--- config.mk ---
export PLATFORM = sky130hd
export DESIGN_NAME = branch_predict_ctrl
export DESIGN_NICKNAME = d
export VERILOG_FILES = /design/src/rtl/riscv_pkg.sv /design/src/rtl/branch_cond_eval.sv /design/src/rtl/branch_predict_ctrl.sv
export SDC_FILE = /design/constraint.sdc
export NUM_CORES = 1
export LEC_CHECK = 0
export ABC_AREA = 1
export BUFFER_PORTS_ARGS = -buffer_cell sky130_fd_sc_hd__buf_2
export CAP_MARGIN = 30
export CORE_MARGIN = 8
export CORE_UTILIZATION = 40
export DETAILED_ROUTE_END_ITERATION = 10
export GPL_TIMING_DRIVEN = 0
export PLACE_DENSITY = 0.65
export SETUP_SLACK_MARGIN = 0.1
export SLEW_MARGIN = 20
export SYNTH_ARGS = -nofsm -noshare
export SYNTH_HDL_FRONTEND = slang
export SYNTH_SLANG_ARGS = --single-unit
--- constraint.sdc ---
create_clock -name clk -period 6.5 [get_ports clk]
set_clock_uncertainty 0.2 [all_clocks]
set_input_delay 1.625 -clock clk [delete_from_list [all_inputs] [get_ports clk]]
set_output_delay 1.625 -clock clk [all_outputs]
set_load 0.01 [all_outputs]
--- src/rtl/riscv_pkg.sv ---
// Shared branch encodings, predictor FSM states and BHT constants.
package riscv_pkg;

   localparam logic [2:0] F3_BEQ  = 3'b000;
   localparam logic [2:0] F3_BNE  = 3'b001;
   localparam logic [2:0] F3_BLT  = 3'b100;
   localparam logic [2:0] F3_BGE  = 3'b101;
   localparam logic [2:0] F3_BLTU = 3'b110;
   localparam logic [2:0] F3_BGEU = 3'b111;

   // Weakly not-taken, so a cold entry flips after a single taken branch.
   localparam logic [1:0] BHT_RST = 2'b01;

   typedef enum logic [1:0] {
      ST_RUN      = 2'b00,
      ST_REDIRECT = 2'b01,
      ST_SQUASH   = 2'b10
   } bp_state_e;

   // 2-bit saturating counter step.
   function automatic logic [1:0] sat_upd(input logic [1:0] ctr, input logic taken);
      logic [1:0] r;
      r = ctr;
      if (taken && ctr != 2'b11) r = ctr + 2'b01;
      else if (!taken && ctr != 2'b00) r = ctr - 2'b01;
      return r;
   endfunction

endpackage

--- src/rtl/branch_cond_eval.sv ---
// Combinational branch comparator: funct3 selects the taken condition.
module branch_cond_eval
   import riscv_pkg::*;
(
   input  logic [31:0] rs1_i,
   input  logic [31:0] rs2_i,
   input  logic [2:0]  funct3_i,
   output logic        taken_o
);

   // Evaluate the selected comparison; reserved encodings never take.
   always_comb begin
      taken_o = 1'b0;
      case (funct3_i)
         F3_BEQ:  taken_o = (rs1_i == rs2_i);
         F3_BNE:  taken_o = (rs1_i != rs2_i);
         F3_BLT:  taken_o = ($signed(rs1_i) <  $signed(rs2_i));
         F3_BGE:  taken_o = ($signed(rs1_i) >= $signed(rs2_i));
         F3_BLTU: taken_o = (rs1_i <  rs2_i);
         F3_BGEU: taken_o = (rs1_i >= rs2_i);
         default: taken_o = 1'b0;
      endcase
   end

endmodule

--- src/rtl/branch_predict_ctrl.sv ---
// Bimodal branch predictor with EX-stage resolve, redirect and squash window.
module branch_predict_ctrl
   import riscv_pkg::*;
#(
   parameter int BHT_IDX_W  = 4,
   parameter int SQUASH_CYC = 3
) (
   input  logic        clk,
   input  logic        rst_n,
   input  logic        if_valid,
   input  logic [31:0] if_pc,
   output logic        pred_taken,
   input  logic        ex_valid,
   input  logic        ex_is_branch,
   input  logic [31:0] ex_pc,
   input  logic [31:0] ex_target,
   input  logic        ex_pred_taken,
   input  logic [2:0]  ex_br_type,
   input  logic [31:0] ex_rs1,
   input  logic [31:0] ex_rs2,
   input  logic        stall,
   output logic        redirect_valid,
   output logic [31:0] redirect_pc,
   output logic        flush,
   output logic [15:0] br_count,
   output logic [15:0] mispred_count
);

   localparam int NENT = 1 << BHT_IDX_W;
   localparam int SQ_W = (SQUASH_CYC < 2) ? 1 : $clog2(SQUASH_CYC);
   localparam logic [SQ_W-1:0] SQ_LAST = SQ_W'(SQUASH_CYC - 1);

   logic [1:0]           bht_q [NENT];
   bp_state_e            state_q, state_d;
   logic [SQ_W-1:0]      sq_cnt_q, sq_cnt_d;
   logic                 redir_q;
   logic [31:0]          redir_pc_q, redir_pc_d;
   logic [15:0]          br_cnt_q, mis_cnt_q;

   logic                 taken, resolve, mispred;
   logic [BHT_IDX_W-1:0] if_idx, ex_idx;

   // Only the index bits of the PCs feed the table.
   logic unused_pc_bits;
   assign unused_pc_bits = ^{if_pc[31:BHT_IDX_W+2], if_pc[1:0],
                             ex_pc[31:BHT_IDX_W+2], ex_pc[1:0]};

   assign if_idx = if_pc[BHT_IDX_W+1:2];
   assign ex_idx = ex_pc[BHT_IDX_W+1:2];

   branch_cond_eval u_cond (
      .rs1_i    (ex_rs1),
      .rs2_i    (ex_rs2),
      .funct3_i (ex_br_type),
      .taken_o  (taken)
   );

   // Lookup reads the registered table, so a same-cycle update is not seen.
   assign pred_taken = if_valid & bht_q[if_idx][1];

   assign resolve = (state_q == ST_RUN) & ex_valid & ex_is_branch & ~stall;
   assign mispred = resolve & (taken != ex_pred_taken);

   assign redir_pc_d = taken ? ex_target : (ex_pc + 32'd4);

   // BHT: train the resolved branch's counter.
   always_ff @(posedge clk or negedge rst_n) begin
      if (!rst_n) begin
         for (int i = 0; i < NENT; i++) bht_q[i] <= BHT_RST;
      end else if (resolve) begin
         bht_q[ex_idx] <= sat_upd(bht_q[ex_idx], taken);
      end
   end

   // FSM next state: REDIRECT is a single cycle, SQUASH counts unstalled slots.
   always_comb begin
      state_d  = state_q;
      sq_cnt_d = sq_cnt_q;
      case (state_q)
         ST_RUN: if (mispred) state_d = ST_REDIRECT;
         ST_REDIRECT: begin
            state_d  = ST_SQUASH;
            sq_cnt_d = '0;
         end
         ST_SQUASH: if (!stall) begin
            if (sq_cnt_q == SQ_LAST) begin
               state_d  = ST_RUN;
               sq_cnt_d = '0;
            end else begin
               sq_cnt_d = sq_cnt_q + 1'b1;
            end
         end
         default: begin
            state_d  = ST_RUN;
            sq_cnt_d = '0;
         end
      endcase
   end

   // FSM state and squash count registers.
   always_ff @(posedge clk or negedge rst_n) begin
      if (!rst_n) begin
         state_q  <= ST_RUN;
         sq_cnt_q <= '0;
      end else begin
         state_q  <= state_d;
         sq_cnt_q <= sq_cnt_d;
      end
   end

   // Registered redirect pulse; the address holds between pulses.
   always_ff @(posedge clk or negedge rst_n) begin
      if (!rst_n) begin
         redir_q    <= 1'b0;
         redir_pc_q <= '0;
      end else begin
         redir_q <= mispred;
         if (mispred) redir_pc_q <= redir_pc_d;
      end
   end

   // Resolve and misprediction statistics, wrapping at 16 bits.
   always_ff @(posedge clk or negedge rst_n) begin
      if (!rst_n) begin
         br_cnt_q  <= '0;
         mis_cnt_q <= '0;
      end else begin
         if (resolve) br_cnt_q  <= br_cnt_q + 16'd1;
         if (mispred) mis_cnt_q <= mis_cnt_q + 16'd1;
      end
   end

   assign redirect_valid = redir_q;
   assign flush          = redir_q;
   assign redirect_pc    = redir_pc_q;
   assign br_count       = br_cnt_q;
   assign mispred_count  = mis_cnt_q;

endmodule

## After elaboration in Yosys (flattened, before gate mapping)

Index checks and enable logic that the tools add are counted.

- $add $sub $neg: 6
- Multipliers: 0
- Div/mod/pow operators: 0
- Magnitude comparators: 7
- Equal/unequal tests: 15
- Shift operators: 0
- Mux-type cells: 21
- Bitwise logic cells: 9
- Reduce and logical (&&, ||, !) cells: 9

Operators by type and width:

| kind | count |
|---|---|
| >= comparator 32 bit | 2 |
| < comparator 32 bit | 2 |
| adder 16 x 1 -> 16 bit, second input constant | 2 |
| adder 32 x 3 -> 32 bit, second input constant | 1 |
| bitwise mux 32 bit | 1 |
| equality test 32 bit | 1 |
| two-way mux 32 bit | 1 |
| inequality test 32 bit | 1 |
| two-way mux 2 bit | 13 |
| binary-select mux 2 bit (select 4 bit) | 2 |
| equality test 3 bit, second input constant | 4 |
| >= comparator 5 bit, second input constant | 2 |
| NOT 4 -> 5 bit | 2 |
| demux 2 bit (select 4 bit) | 1 |
| inequality test 2 bit, second input constant | 4 |
| one-hot mux 1 bit (6 select lines) | 1 |
| one-hot mux 2 bit (3 select lines) | 1 |
| bitwise AND 1 bit | 5 |
| < comparator 5 x 1 -> 1 bit, second input constant | 1 |
| adder 2 x 1 -> 2 bit, second input constant | 2 |
| equality test 2 bit, second input constant | 2 |
| one-hot mux 2 bit (2 select lines) | 1 |
| equality test 3 x 1 -> 1 bit, second input constant | 1 |
| logical AND 1 bit | 3 |
| 10 further kinds | 11 |

- Bits in registers: 101
- Latch bits: 0
- Bits in writable memories: 0
- ROM bits: 0
- Output and inout port bits: 67
- Memories: 0

## Logic depth before layout (Yosys ltp)

Gate-level depths: netlist of run 1.

- Depth after elaboration: 10
- Depth in mapped cells: 23
- Gate-level depth less buffers: 21

## By module

From an unflattened synthesis of run 1, not the netlist that was laid out.

- Cells, all modules: 1034
- Area total of the unflattened synthesis: 7150.6 um2

By module, submodules not included:

| module | instances | cells each | area each (um2) | sequential area each (um2) |
|---|---|---|---|---|
| branch_predict_ctrl | 1 | 868 | 6175.9 | 2547.4 |
| branch_cond_eval | 1 | 166 | 974.7 | 0.0 |

## Worst setup path after synthesis of run 1

OpenSTA, ideal clock, no wires.

- Path type: input port to output port
- From: in if_pc[2]
- To: out pred_taken
- Arrival time: 2.498 ns
- Data required time: 4.675 ns
- Setup slack: 2.177 ns
- Cell stages on the path: 5
- Buffers on the path: 1
- Cell sequence: clkbuf_1 o21ai_0 o211ai_1 o211ai_1 a21boi_0

- Longest elaborated chain between the ends: 5

Ends and longest elaborated chain:

| what | RTL line | text |
|---|---|---|
| from (decl) | branch_predict_ctrl.sv:11 | `input logic [31:0] if_pc,` |
| NOT 4 -> 5 bit (implied by the code) | branch_predict_ctrl.sv:59 | `assign pred_taken = if_valid & bht_q[if_idx][1];` |
| binary-select mux 2 bit (select 4 bit) | branch_predict_ctrl.sv:59 |  |
| two-way mux 2 bit (implied by the code) (2 in a row) | branch_predict_ctrl.sv:59 |  |
| bitwise AND 1 bit | branch_predict_ctrl.sv:59 |  |
| to (decl) | branch_predict_ctrl.sv:12 | `output logic pred_taken,` |

Every way passes these cells. The select of a mux whose other input is x is not followed.

## Final worst setup path of run 1

Ends and elaborated chain as after synthesis.

==> flow_summary.ini, run 1 <==
[outcome]
status = finished, final reports clean

[grt]
overflow = 0
top_usage_layer = met2
grtUsageTotal = 0.191
met2_usage = 0.325
grt_pass1_vias = 6738
antenna_found_initial = 0
use_met3 = 0.0404
use_met1 = 0.236
grt_pass1_wl_um = 33500
grt_start_max_net_pins = 62

[floorplan]
die_y_um = 148
start_util = 0.405
coreArea_um2 = 17200
ioPinCount = 237
fp-row-count = 48
fp.dieW_um = 148
dieArea_um2 = 21900

[job]
drv_cap = 0

[clock_tree]
cts_root_buf = clkbuf_16
path_clk_slew_ns = 0.07
hold_buffers = 0
ctsLongestPathBuffers = 2
clock_sinks = 101
clk_latency_ns = 0.36
cts_tree = yes
htreeDepth = 3
post_cts_buffers = 0
cts_buffers = 9
cts.repair.resized = 0

[power]
combPwrFrac = 0.325
static-leakage-power_nw = 4.79
power_frac_seq = 0.422
irDropWorstVdd_uv = 130
clkPwrFrac = 0.253
power_mw = 2.21
p_int_mw = 1.37
swShare = 0.377
power_density_nw_per_um2 = 256
p_sw_mw = 0.833

[place]
place_hpwl_um = 17000
routabilityCongestion = 0.986
dpl_cell_area_um2 = 8310
port_buffers = 208
dp.cells = 1436

[synthesis]
synth.area.top_cells = dfrtp_1, nand2_1, ha_1
ys_seq_area_frac = 0.366
ys_warn_count = 0
synth_top_cell_by_area = dfrtp_1
synthCells = 1002
synth.net_count = 1212
synth_seq_cells = 101
syn_area_per_cell_um2 = 6.94
synth_area_um2 = 6960
synth_top_cell_area_share = 0.306
yosys.cell_types.count = 39

[cells_and_area]
final_cell_area_um2 = 8630
instances_no_fill = 1453
drive_gt1_frac = 0.228
nNetsFinal = 1432
areaGrowthSynthToFinish_pct = 24.0

[critical_path]
r2r-start = state_q[1]$_DFFE_PN0P_
path_class = in -> out
worstSetupEndpointType = output port
worst-path-max-fanout = 10
startpoint_type = input port
critPathRequiredTime_ns = 4.68
crit_arrival_ns = 2.79
cp-startpoint = if_pc[2]

[route]
drt_wl_total_um = 20900
first_pass_iters = 4
drc = 0
vias = 6973
vias_per_cell = 4.80
final_antenna_net_count = 0
drt_iter0_markers = 419
wl_per_cell_um = 14.4

[worst_hold_path]
hold_path.class = reg -> reg
min_from = bht_q[12]$_DFFE_PN1P_

[timing]
max_slew_margin = 0.571
setup_viol = 0
setup_tns_ns = 0
rsz0062_at_grt = no
fmax_ghz = 0.217
fin_crit_sh = 0.709
final.min_clock_period_ns = 4.61
slew_violations = 0
final_hold_viol_count = 0
worst-slew-pin-transition_ns = 0.644
cells in the mapped netlist, drive strengths merged:
master / number
or2: 3
ha: 40
xor2: 33
o31ai: 1
o211ai: 2
nand3: 48
nor4b: 1
a21boi: 1
nor2: 71
dfstp: 16
o221ai: 1
o21ai: 51
nor4: 8
o22ai: 5
xnor2: 19
inv: 128
clkbuf: 7
nor3: 23
and3: 2
a21oi: 30
buf: 20
o21a: 3
nor3b: 2
nand4: 18
dfrtp: 85
nand2: 384
kinds of logic after synthesis:
kind of cell,Yosys count,synth area share
fa+ha+maj,40,0.0719
compound gates,94,0.0721
buf+inv,155,0.0894
xor+xnor,52,0.0655
flops,101,0.366
simple gates,560,0.335
layout make-up:
type / count / area, µm²
Clock buffer: 9 / 225
Buffer: 27 / 139
Multi-Input combinational cell: 746 / 3790
Inverter: 128 / 483
Clock inverter: 7 / 88.8
Sequential cell: 101 / 2550
Antenna cell: 1 / 2.50
Tap cell: 225 / 282
Fill cell: 1787 / 8550
Timing Repair Buffer: 209 / 1070
worst max-delay path: stages:
cell and delay (ns):
buf_2 0.10, clkbuf_1 0.30, o21ai_0 0.13, o211ai_1 0.19, o211ai_1 0.12, a21boi_0 0.17
buf_2 0.15
registers in the layout, indices dropped and copies added (netlist names):
register / count
sq_cnt_q: 2
state_q: 2
flush: 1
br_count: 16
bht_q: 32
mispred_count: 16
redirect_pc: 32
final timing paths:
| kind | endpoint | slack [ns] | depth (start not counted) |
|---|---|---|---|
| min | bht_q[12]$_DFFE_PN1P_ | 0.27 | 2 |
| min reg2reg | bht_q[12]$_DFFE_PN1P_ | 0.27 | 2 |
| max | pred_taken | 1.89 | 7 |
| min in group asynchronous | br_count[11]$_DFFE_PN0P_ | 0.96 | 1 |
| max reg2reg | br_count[15]$_DFFE_PN0P_ | 3.90 | 12 |
| max in group asynchronous | bht_q[10]$_DFFE_PN1P_ | 4.44 | 2 |
power by group through the flow:
stage	clock network [mW]	registers [mW]	logic, mW
CTS	0.574	0.929	0.732
floorplan	0	0.975	0.356
detailed placement	0	0.938	0.730
finish	0.559	0.931	0.718
global route	0.599	0.953	0.814
global placement	0	0.938	0.716
stage by stage:
stage | hold WS, ns | worst slack, ns | utilization
after floorplan | 0.244 | 2.18 | -
after global placement | 0.252 | 1.90 | 0.482
after detailed placement | 0.257 | 1.90 | 0.484
after CTS | 0.268 | 1.89 | 0.502
after global routing | 0.278 | 1.72 | 0.502
final | 0.266 | 1.89 | 0.502
layout by cell type (no fill, tap or decap), types with 3 or more instances in the layout:
| cell | n |
|---|---|
| a21oi_1 | 29 |
| buf_2 | 222 |
| buf_4 | 5 |
| clkbuf_1 | 7 |
| clkbuf_16 | 9 |
| clkinv_8 | 3 |
| dfrtp_1 | 85 |
| dfstp_2 | 16 |
| ha_1 | 40 |
| inv_1 | 122 |
| inv_2 | 5 |
| nand2_1 | 380 |
| nand2_2 | 3 |
| nand3_1 | 47 |
| nand4_1 | 18 |
| nor2_1 | 67 |
| nor2_2 | 3 |
| nor3_1 | 23 |
| nor4_1 | 7 |
| o21a_1 | 3 |
| o21ai_0 | 43 |
| o21ai_1 | 8 |
| o22ai_1 | 5 |
| xnor2_1 | 19 |
| xor2_1 | 33 |
layer usage:
layer  routed length, µm  part of all wire  vias to the layer above
li1                    -                 -                     3611
met1                8990              0.43                     3152
met2               10200              0.49                      179
met3                1260             0.060                       31
met4                 476             0.023                        0
met5                   0                 0                        -
(Power assumes the default switching activity.)
==> inputs of run 2 (changes only) <==
PLACE_DENSITY = 0.68   (was 0.65)
clock period = 4.05 ns   (was 6.5 ns; I/O delays follow)
==> flow_summary.ini, run 2 (synthesis gave the netlist of run 1 again) <==
[clock_tree]
hold_buffers = 0
clk_latency_ns = 0.35
path_clk_slew_ns = 0.07
clock_sinks = 101
htreeDepth = 3
cts_tree = yes
cts.repair.resized = 0
cts_buffers = 9
post_cts_buffers = 0
cts_root_buf = clkbuf_16
ctsLongestPathBuffers = 2

[timing]
max_slew_margin = 0.612
fmax_ghz = 0.286
worst-slew-pin-transition_ns = 0.582
final_hold_viol_count = 0
rsz0062_at_grt = no
setup_tns_ns = 0
slew_violations = 0
fin_crit_sh = 0.864
setup_viol = 0
final.min_clock_period_ns = 3.50

[route]
drc = 0
vias_per_cell = 4.85
wl_per_cell_um = 14.5
vias = 7051
drt_wl_total_um = 21200
first_pass_iters = 5
final_antenna_net_count = 0
drt_iter0_markers = 507

[job]
drv_cap = 0

[critical_path]
path_class = in -> reg
worstSetupEndpointType = flip-flop
r2r-start = bht_q[10]$_DFFE_PN1P_
crit_arrival_ns = 3.55
cp-startpoint = ex_rs2[31]
startpoint_type = input port
worst-path-max-fanout = 10
critPathRequiredTime_ns = 4.10

[power]
p_int_mw = 2.19
p_sw_mw = 1.31
static-leakage-power_nw = 4.77
irDropWorstVdd_uv = 224
clkPwrFrac = 0.240
swShare = 0.375
combPwrFrac = 0.332
power_density_nw_per_um2 = 407
power_frac_seq = 0.428

[floorplan]
start_util = 0.405
fp-row-count = 48
coreArea_um2 = 17200
fp.dieW_um = 148
die_y_um = 148
ioPinCount = 237
dieArea_um2 = 21900

[outcome]
status = finished, final reports clean

[grt]
grt_pass1_wl_um = 33700
overflow = 0
grt_start_max_net_pins = 78
grt_pass1_vias = 6926
antenna_found_initial = 2
grtUsageTotal = 0.190

[place]
routabilityCongestion = 0.963
port_buffers = 208
dpl_cell_area_um2 = 8310
place_hpwl_um = 17000

[worst_hold_path]
min_from = bht_q[12]$_DFFE_PN1P_
hold_path.class = reg -> reg

[cells_and_area]
areaGrowthSynthToFinish_pct = 23.7
drive_gt1_frac = 0.227
nNetsFinal = 1432
final_cell_area_um2 = 8600
final_util = 0.501
fillerInstances = 1784
layout_common_cells = nand2_1, buf_2, inv_1
mostFrequentLayoutCell = nand2_1
## run 2: changes by cell type in the layout (fill, tap and decap cells not counted)
| cell | previous run | this run |
|---|---|---|
| clkinv_8 | 3 | 0 |
| clkinvlp_4 | 0 | 2 |
| diode_2 | 1 | 3 |
| clkbuf_1 | 7 | 8 |
| inv_6 | 1 | 2 |
| inv_8 | 2 | 1 |
## run 2: final timing paths
check / endpoint / slack (ns) / cells after the start
max in group asynchronous: bht_q[10]$_DFFE_PN1P_ / 2.63 / 2
worst min-delay path: bht_q[12]$_DFFE_PN1P_ / 0.27 / 2
worst max register to register: bht_q[0]$_DFFE_PN1P_ / 1.45 / 12
worst min register to register: bht_q[12]$_DFFE_PN1P_ / 0.27 / 2
min in group asynchronous: br_count[11]$_DFFE_PN0P_ / 0.31 / 1
worst max-delay path: redirect_pc[11]$_DFFE_PN0P_ / 0.55 / 18
## run 2: power groups by stage
| stage | registers (mW) | logic [mW] | clock network [mW] |
|---|---|---|---|
| floorplan | 1.56 | 0.571 | 0 |
| global placement | 1.51 | 1.15 | 0 |
| detailed placement | 1.51 | 1.18 | 0 |
| CTS | 1.50 | 1.18 | 0.862 |
| global route | 1.53 | 1.31 | 0.907 |
| finish | 1.50 | 1.16 | 0.841 |
## run 2: cell type report
cell class	count	area, µm²	area share
Multi-Input combinational cell	746	3790	0.440
Clock buffer	10	229	0.0266
Tap cell	225	282	0.0327
Buffer	27	139	0.0161
Clock inverter	6	52.6	0.00611
Antenna cell	3	7.51	0.000873
Timing Repair Buffer	209	1070	0.125
Inverter	128	483	0.0561
Sequential cell	101	2550	0.296
## run 2: critical path, stage by stage
cell	delay [ns]
buf_2	0.07
inv_1	0.03
ha_1	0.33
nand2_1	0.09
nor2_1	0.14
nand2_1	0.09
nor3b_2	0.24
nand2_1	0.14
nand3_1	0.11
nand2_1	0.06
nor2_1	0.17
nor2_4	0.07
nand2_2	0.11
buf_4	0.19
clkbuf_1	0.35
o21ai_0	0.18
nand2_1	0.10
nand2_1	0.04
## run 2: routing by layer
metal | wire length [µm] | track usage | vias to the layer above | part of all wire
met1 | 8820 | 0.230 | 3242 | 0.42
met3 | 1310 | 0.0462 | 21 | 0.062
met2 | 10700 | 0.333 | 189 | 0.50
met4 | 353 | 0.0495 | 0 | 0.017
li1 | - | - | 3599 | -
met5 | 0 | 0 | - | 0
## run 2: per-stage QoR
| stage | power (mW) | hold WS (ns) | worst slack, ns | cells |
|---|---|---|---|---|
| CTS | 3.54 | 0.272 | 0.532 | 1452 |
| global placement | 2.66 | 0.252 | 0.210 | 1435 |
| floorplan | 2.14 | 0.244 | 0.753 | 1002 |
| detailed placement | 2.69 | 0.262 | 0.147 | 1436 |
| global route | 3.75 | 0.286 | 0.275 | 1454 |
| finish | 3.50 | 0.270 | 0.551 | 1455 |
==> inputs of run 3 (changes only) <==
RECOVER_POWER = 100   (was unset)
==> flow_summary.ini, run 3 (synthesis gave the netlist of run 1 again) <==
[cells_and_area]
drive_gt1_frac = 0.166
final_cell_area_um2 = 8490
nNetsFinal = 1432
regArea_um2 = 2550
mostFrequentLayoutCell = nand2_1
instances_no_fill = 1454
layout_common_cells = nand2_1, buf_2, inv_1
fillerInstances = 1817
multiInputGateArea_um2 = 3780
areaGrowthSynthToFinish_pct = 22.1
final_util = 0.494

[floorplan]
die_y_um = 148
start_util = 0.405
dieArea_um2 = 21900
fp.dieW_um = 148
fp-row-count = 48
coreArea_um2 = 17200
ioPinCount = 237

[grt]
antenna_found_initial = 2
grt_pass1_wl_um = 33700
grt_pass1_vias = 6926
grtUsageTotal = 0.190
grt_start_max_net_pins = 78
overflow = 0

[clock_tree]
cts.repair.resized = 0
ctsLongestPathBuffers = 2
clock_sinks = 101
clk_latency_ns = 0.35
htreeDepth = 3
hold_buffers = 0
path_clk_slew_ns = 0.07
cts_buffers = 9
cts_tree = yes
cts_root_buf = clkbuf_16
post_cts_buffers = 0

[timing]
fmax_ghz = 0.274
max_slew_margin = 0.0123
setup_viol = 0
final.min_clock_period_ns = 3.65
rsz0062_at_grt = no
slew_violations = 0
setup_tns_ns = 0
final_hold_viol_count = 0
fin_crit_sh = 0.902
worst-slew-pin-transition_ns = 1.48

[worst_hold_path]
hold_path.class = reg -> reg

[power]
power_density_nw_per_um2 = 406
p_sw_mw = 1.32
swShare = 0.382
clkPwrFrac = 0.243
p_int_mw = 2.13
power_mw = 3.45
combPwrFrac = 0.321
irDropWorstVdd_uv = 223
power_frac_seq = 0.436
static-leakage-power_nw = 4.51

[place]
routabilityCongestion = 0.963
dpl_cell_area_um2 = 8310
port_buffers = 208
dp.cells = 1436
place_hpwl_um = 17000

[route]
drt_iter0_markers = 463
first_pass_iters = 6
vias = 7047
wl_per_cell_um = 14.6
drc = 0
drt_wl_total_um = 21200
vias_per_cell = 4.85
final_antenna_net_count = 0

[critical_path]
crit_arrival_ns = 3.70
cpPeakStageDelay_ns = 0.33
startpoint_type = input port
worst-path-max-fanout = 10
crit_top_cell = nand2_1
slowest_stage = ha_1
path_cells = buf_2, inv_1, ha_1, nand2_1, nor2_1, nand2_1, nor3b_1, nand2_1, nand2_1, o21ai_0, inv_2, nand3_2, nor2_4, nand2_2, or2_0, nand2_4, inv_4, clkbuf_2, nand2_1, nand2_1
critPathRequiredTime_ns = 4.09
worstSetupEndpointType = flip-flop
path_class = in -> reg

[outcome]
status = finished, final reports clean

[job]
drv_cap = 0
[run 3: area by class of cell]
cell class,instances,share of cell area
multi-input cells,746,0.445
flip-flops and latches,101,0.300
repair buffers,209,0.115
inverters,128,0.0569
well taps,225,0.0331
clock buffers,10,0.0270
plain buffers,27,0.0161
clock inverters,6,0.00619
diodes,2,0.000589
[run 3: worst max-delay path, delay by kind of cell]
family,cells,cell delay (ns)
buffers and inverters,5,0.44
AO/OA/AOI/OAI,1,0.09
AND/OR/NAND/NOR,13,1.79
adder cells (fa/ha/maj),1,0.33
[run 3: through the flow]
| step | setup slack (ns) | hold slack, ns |
|---|---|---|
| 2_1_floorplan | 0.753 | 0.244 |
| 3_3_place_gp | 0.210 | 0.252 |
| 3_5_place_dp | 0.147 | 0.262 |
| 4_1_cts | 0.532 | 0.272 |
| 5_1_grt | 0.142 | 0.286 |
| 6_report | 0.398 | 0.270 |
[run 3: worst paths after layout]
kind | from | to | slack (ns) | cells past startpoint
min in group asynchronous | rst_n | br_count[11]$_DFFE_PN0P_ | 0.80 | 1
min | bht_q[12]$_DFFE_PN1P_ | bht_q[12]$_DFFE_PN1P_ | 0.27 | 2
max reg2reg | state_q[1]$_DFFE_PN0P_ | br_count[15]$_DFFE_PN0P_ | 1.32 | 12
max in group asynchronous | rst_n | bht_q[10]$_DFFE_PN1P_ | 1.76 | 2
max | ex_rs2[31] | redirect_pc[31]$_DFFE_PN0P_ | 0.40 | 20
min reg2reg | bht_q[12]$_DFFE_PN1P_ | bht_q[12]$_DFFE_PN1P_ | 0.27 | 2
[run 3: layer usage]
metal	track usage	vias up	wire (µm)
li1	-	3601	-
met1	0.230	3217	8810
met2	0.333	202	10600
met3	0.0462	27	1360
met4	0.0495	0	388
met5	0	-	0
[run 3: power groups by stage]
stage | clock [mW] | sequential, mW | combinational (mW)
6_report | 0.838 | 1.50 | 1.11
5_1_grt | 0.907 | 1.54 | 1.26
4_1_cts | 0.862 | 1.50 | 1.18
3_5_place_dp | 0 | 1.51 | 1.18
3_3_place_gp | 0 | 1.51 | 1.15
2_1_floorplan | 0 | 1.56 | 0.571
